`config.mk`:
```
export PLATFORM = sky130hd
export DESIGN_NAME = vx_perf_ctr_bank
export DESIGN_NICKNAME = d
export VERILOG_FILES = /design/src/rtl/vx_perf_ctr_bank.sv
export SDC_FILE = /design/constraint.sdc
export NUM_CORES = 2
export LEC_CHECK = 0
export ABC_CLOCK_PERIOD_IN_PS = 2400
export BUFFER_PORTS_ARGS = -buffer_cell sky130_fd_sc_hd__buf_2
export CAP_MARGIN = 20
export CORE_AREA = 2 2 418 420
export CTS_CLUSTER_SIZE = 8
export DETAILED_ROUTE_END_ITERATION = 16
export DIE_AREA = 0 0 420 422
export PLACE_DENSITY = 0.62
export SLEW_MARGIN = 20
export SYNTH_ARGS = -nofsm -noshare
export SYNTH_HDL_FRONTEND = slang
export SYNTH_SLANG_ARGS = --single-unit
```
`constraint.sdc`:
```
create_clock -name clk -period 2.4 [get_ports clk]
set_input_delay 0.12 -clock clk [delete_from_list [all_inputs] [get_ports clk]]
set_output_delay 0.12 -clock clk [all_outputs]
set_load 0.005 [all_outputs]
```
`src/rtl/vx_perf_ctr_bank.sv`:
```
// Bank of event counters with shadow snapshot registers and a single-entry
// valid/ready read port for live or shadow values.
module vx_perf_ctr_bank #(
  parameter int NUM_CTRS  = 16,
  parameter int CTR_WIDTH = 44,
  parameter int INC_WIDTH = 4,
  parameter int SATURATE  = 0,
  localparam int IDX_W    = (NUM_CTRS > 1) ? $clog2(NUM_CTRS) : 1
) (
  input  logic                          clk,
  input  logic                          reset,
  input  logic                          enable,
  input  logic [NUM_CTRS*INC_WIDTH-1:0] inc,
  input  logic                          clear,
  input  logic                          snap,
  input  logic                          req_valid,
  input  logic [IDX_W-1:0]              req_idx,
  input  logic                          req_shadow,
  output logic                          req_ready,
  output logic                          rsp_valid,
  output logic [CTR_WIDTH-1:0]          rsp_data,
  input  logic                          rsp_ready,
  output logic [NUM_CTRS-1:0]           overflow
);

  logic [CTR_WIDTH-1:0] ctr_q    [NUM_CTRS];
  logic [CTR_WIDTH-1:0] ctr_d    [NUM_CTRS];
  logic [CTR_WIDTH-1:0] shadow_q [NUM_CTRS];
  logic [CTR_WIDTH-1:0] shadow_d [NUM_CTRS];
  logic [NUM_CTRS-1:0]  ovf_q, ovf_d;
  logic                 rsp_valid_q, rsp_valid_d;
  logic [CTR_WIDTH-1:0] rsp_data_q, rsp_data_d;
  logic [CTR_WIDTH-1:0] sel_data;
  logic [CTR_WIDTH:0]   sum;
  logic                 fire;

  // Shadow capture uses the registered value, so snap+clear samples the
  // interval that is just ending.
  always_comb begin
    ctr_d    = ctr_q;
    shadow_d = shadow_q;
    ovf_d    = ovf_q;
    sum      = '0;
    for (int i = 0; i < NUM_CTRS; i++) begin
      sum = {1'b0, ctr_q[i]} + (CTR_WIDTH+1)'(inc[i*INC_WIDTH +: INC_WIDTH]);
      if (snap) shadow_d[i] = ctr_q[i];
      if (clear) begin
        ctr_d[i] = '0;
        ovf_d[i] = 1'b0;
      end else if (enable) begin
        if (sum[CTR_WIDTH]) begin
          ovf_d[i] = 1'b1;
          ctr_d[i] = (SATURATE != 0) ? '1 : sum[CTR_WIDTH-1:0];
        end else begin
          ctr_d[i] = sum[CTR_WIDTH-1:0];
        end
      end
    end
  end

  // Out-of-range indices match no channel and read back as zero.
  always_comb begin
    sel_data = '0;
    for (int i = 0; i < NUM_CTRS; i++) begin
      if (req_idx == IDX_W'(i)) sel_data = req_shadow ? shadow_q[i] : ctr_q[i];
    end
  end

  assign req_ready = !rsp_valid_q || rsp_ready;

  always_comb begin
    fire        = req_valid && req_ready;
    rsp_valid_d = rsp_valid_q;
    rsp_data_d  = rsp_data_q;
    if (fire) begin
      rsp_valid_d = 1'b1;
      rsp_data_d  = sel_data;
    end else if (rsp_ready) begin
      rsp_valid_d = 1'b0;
    end
  end

  always_ff @(posedge clk) begin
    if (reset) begin
      for (int i = 0; i < NUM_CTRS; i++) begin
        ctr_q[i]    <= '0;
        shadow_q[i] <= '0;
      end
      ovf_q       <= '0;
      rsp_valid_q <= 1'b0;
      rsp_data_q  <= '0;
    end else begin
      ctr_q       <= ctr_d;
      shadow_q    <= shadow_d;
      ovf_q       <= ovf_d;
      rsp_valid_q <= rsp_valid_d;
      rsp_data_q  <= rsp_data_d;
    end
  end

  assign rsp_valid = rsp_valid_q;
  assign rsp_data  = rsp_data_q;
  assign overflow  = ovf_q;

endmodule

```
==> impl_metrics.env <==
export IMPL_status="finished, violations left"
export IMPL_violations="setup timing"
export IMPL_grt_pass1_vias=60390
export IMPL_final_cell_mix="1465 x dfxtp_1, 1456 x nor2_1, 1293 x mux2i_1"
export IMPL_crit_path_end_kind="flop"
export IMPL_fillers=15830
export IMPL_regArea_sq_um=29410
export IMPL_dp_cells=10830
export IMPL_core_area_sq_um=172900
export IMPL_port_buffers=137
export IMPL_p_leak_uw=0.03450
export IMPL_irDropWorstVdd_uv=603.7
export IMPL_setup_slack_ns=-0.01428
export IMPL_htreeDepth=4
export IMPL_dr_first_iter_drc_count=5669
export IMPL_cts_sinks=1469
export IMPL_total_power_uw=54640
export IMPL_place_congestion=1.004
export IMPL_crit_required_ns=3.09
export IMPL_ys_warn_count=0
export IMPL_worst_pin_slew_ns=1.063
export IMPL_synthToLayoutAreaGrowth_pct=22.58
export IMPL_synth_edf_count=0
export IMPL_antenna_left=0
export IMPL_fin_util=0.5123
export IMPL_ys_ff_latch=1469
export IMPL_num_vias=63840
export IMPL_clock_skew_ns=0.05062
export IMPL_netlist_area_sq_um=72240
export IMPL_synth_cell_types=76
export IMPL_pwr_share_seq=0.453
export IMPL_cpPeakStageDelay_ns=0.61
export IMPL_die_x_um=420
export IMPL_final_cells=11170
export IMPL_maxSlewHeadroom=0.2916
export IMPL_cp_data_arrival_time_ns=3.10
export IMPL_rsz0062_at_grt="yes"
export IMPL_io_pins=138
export IMPL_fmax_mhz=414.2
export IMPL_hp_class="input pin to flop"
export IMPL_period_share=1.006
export IMPL_drc=0
export IMPL_nets=8980
export IMPL_drive_above_1_share=0.1652
export IMPL_syn_num_nets=8189
export IMPL_rows=153
export IMPL_hold_violations=0
export IMPL_worstSetupPathType="flop to flop"
export IMPL_avgSynthCellArea_sq_um=8.993
export IMPL_p_sw_frac=0.2491
export IMPL_cts_path_max_buffers=3
export IMPL_p_switching_uw=13610
export IMPL_initial_core_util=0.4179
export IMPL_cts_tree="done"
export IMPL_die_h_um=422
export IMPL_path_cells="mux4_2, a211oi_2, o211ai_1, a21oi_1, nor3_1"
export IMPL_cp_max_fo=2
export IMPL_combPwrFrac=0.077
export IMPL_final_area_sq_um=88560
export IMPL_firstDrtPassIters=7
export IMPL_synth_flop_cell="dfxtp_1"
export IMPL_final_common_cell="dfxtp_1"
export IMPL_powerDensity_nw_per_um2=617.1
export IMPL_grt_total_usage=0.2900
export IMPL_globalRouteOverflowTotal=0
export IMPL_pre_cts_ws_ns=-1.060
export IMPL_final_max_slew_viol_count=0
export IMPL_placed_cell_area_sq_um=81540
export IMPL_wire_per_inst_um=23.68
export IMPL_p_clk_frac=0.470
export IMPL_syn_instance_count=8033
export IMPL_p_int_uw=41030
export IMPL_viasPerCell=5.715
export IMPL_max_cap_viol_count=0
export IMPL_finalSetupViolCount=3
export IMPL_grt_pass1_wl_um=390200
export IMPL_post_dp_hpwl_um=196000
export IMPL_clk_pin_slew_ns=0.05
export IMPL_start_kind="flop"
export IMPL_period_needed_ns=2.414
export IMPL_grt_max_degree=181
export IMPL_antenna_found_initial=15
export IMPL_dieArea_sq_um=177200
export IMPL_drt_total_wl_um=264600
export IMPL_crit_slowest_cell="a211oi_2"
export IMPL_synth_seq_area_share=0.4071
export IMPL_cts_buffers=201
export IMPL_cts_root_buf="clkbuf_16"
export IMPL_multiInputGateArea_sq_um=40660
export IMPL_insertion_delay_ns=0.85
export IMPL_async_flop_share=0
## metal layers
metal	track usage	vias up	routed length, um
met5	0	-	60
met2	0.4662	2079	122300
met1	0.3677	31330	109600
met3	0.05042	539	16840
met4	0.1585	10	15790
li1	-	29890	-
## kinds of logic (layout without fill, tap and decap cells)
family | after synthesis | count (layout) | synth area share
buffers and inverters | 706 | 1512 | 0.03847
muxes | 1382 | 1382 | 0.1993
other | 0 | 8 | 0
AOI/OAI and AO/OA | 1010 | 1010 | 0.09046
and+or+nand+nor | 2839 | 2839 | 0.1829
xor gates and xnor gates | 547 | 547 | 0.06632
adders and majority gates | 80 | 80 | 0.01552
DFF | 1469 | 1469 | 0.4071
## cell type report
type,count,area share
clock inverter,14,0.003137
sequential,1469,0.3321
antenna,8,0.0002261
clock buffer,204,0.05728
inverter,166,0.007036
tap,2325,0.03285
timing repair buffer,1128,0.1082
multi-input combinational,5858,0.4591
## critical path, delay by kind of cell, from the launching register on
| family | cells | cell delay (ns) |
|---|---|---|
| simple gates | 1 | 0.06 |
| flops | 1 | 0.35 |
| compound gates | 3 | 1.30 |
| mux | 1 | 0.54 |
## synth_stat cells, drive strengths merged (24+ instances only)
cell type,count,share of area
mux4,40,0.012
nand3,214,0.015
o21a,39,0.0041
nand2,306,0.016
clkbuf,372,0.019
dfxtp,1469,0.41
a22oi,43,0.0045
o22ai,130,0.011
nor2b,43,0.0037
xnor2,328,0.040
and2,29,0.0025
inv,165,0.0086
a21oi,197,0.014
buf,168,0.011
and4,63,0.0076
o211ai,75,0.0078
o2111ai,25,0.0030
a221oi,25,0.0030
mux2,49,0.0076
nor4,78,0.0079
xor2,219,0.027
o221ai,30,0.0036
nor3,194,0.013
nand4,170,0.015
ha,64,0.011
or3,107,0.0093
a2111oi,24,0.0033
a211oi,66,0.0069
and3,99,0.0086
mux2i,1293,0.18
nor2,1461,0.076
o21ai,253,0.018
## state kept, by name (all words and copies together) (netlist names)
register	cells
ctr_q	704
overflow	16
rsp_data	44
rsp_valid	1
shadow_q	704
## power by group through the flow
stage               Sequential (uW)  Combinational [uW]  Clock [uW]
floorplan                     25100                2280           0
global placement              25200                3910           0
detailed placement            25200                3940           0
CTS                           24700                4120       26100
global route                  24700                4390       27000
finish                        24700                4220       25700
## worst paths after layout
kind | end | depth (start not counted) | slack (ns) | from
min | rsp_data[29] | 4 | 0.08 | req_idx[3]
max | rsp_data[43] | 5 | -0.01 | ctr_q[615]
max reg2reg | rsp_data[43] | 5 | -0.01 | ctr_q[615]
min reg2reg | overflow[3] | 2 | 0.47 | overflow[3]
## per-stage QoR
stage               hold slack, ns  setup TNS [ns]
finish                     0.08333        -0.03408
CTS                      0.0002642        -0.01417
global route               0.06042         -0.4397
global placement            0.4124          -11.98
detailed placement          0.4180          -13.85
floorplan                   0.2495         -0.1151
## timing repair
item / 4_1_cts / 5_1_grt
cloned: 2 / 1
buffers inserted: 2 / 6
setup endpoints to repair: 44 / 149
pin swaps: 9 / 23
endpoints found under the hold margin: 384 / 0
resized for setup: 33 / 82
hold buffers: 105 / 0
Power figures use the tool's default switching activity.
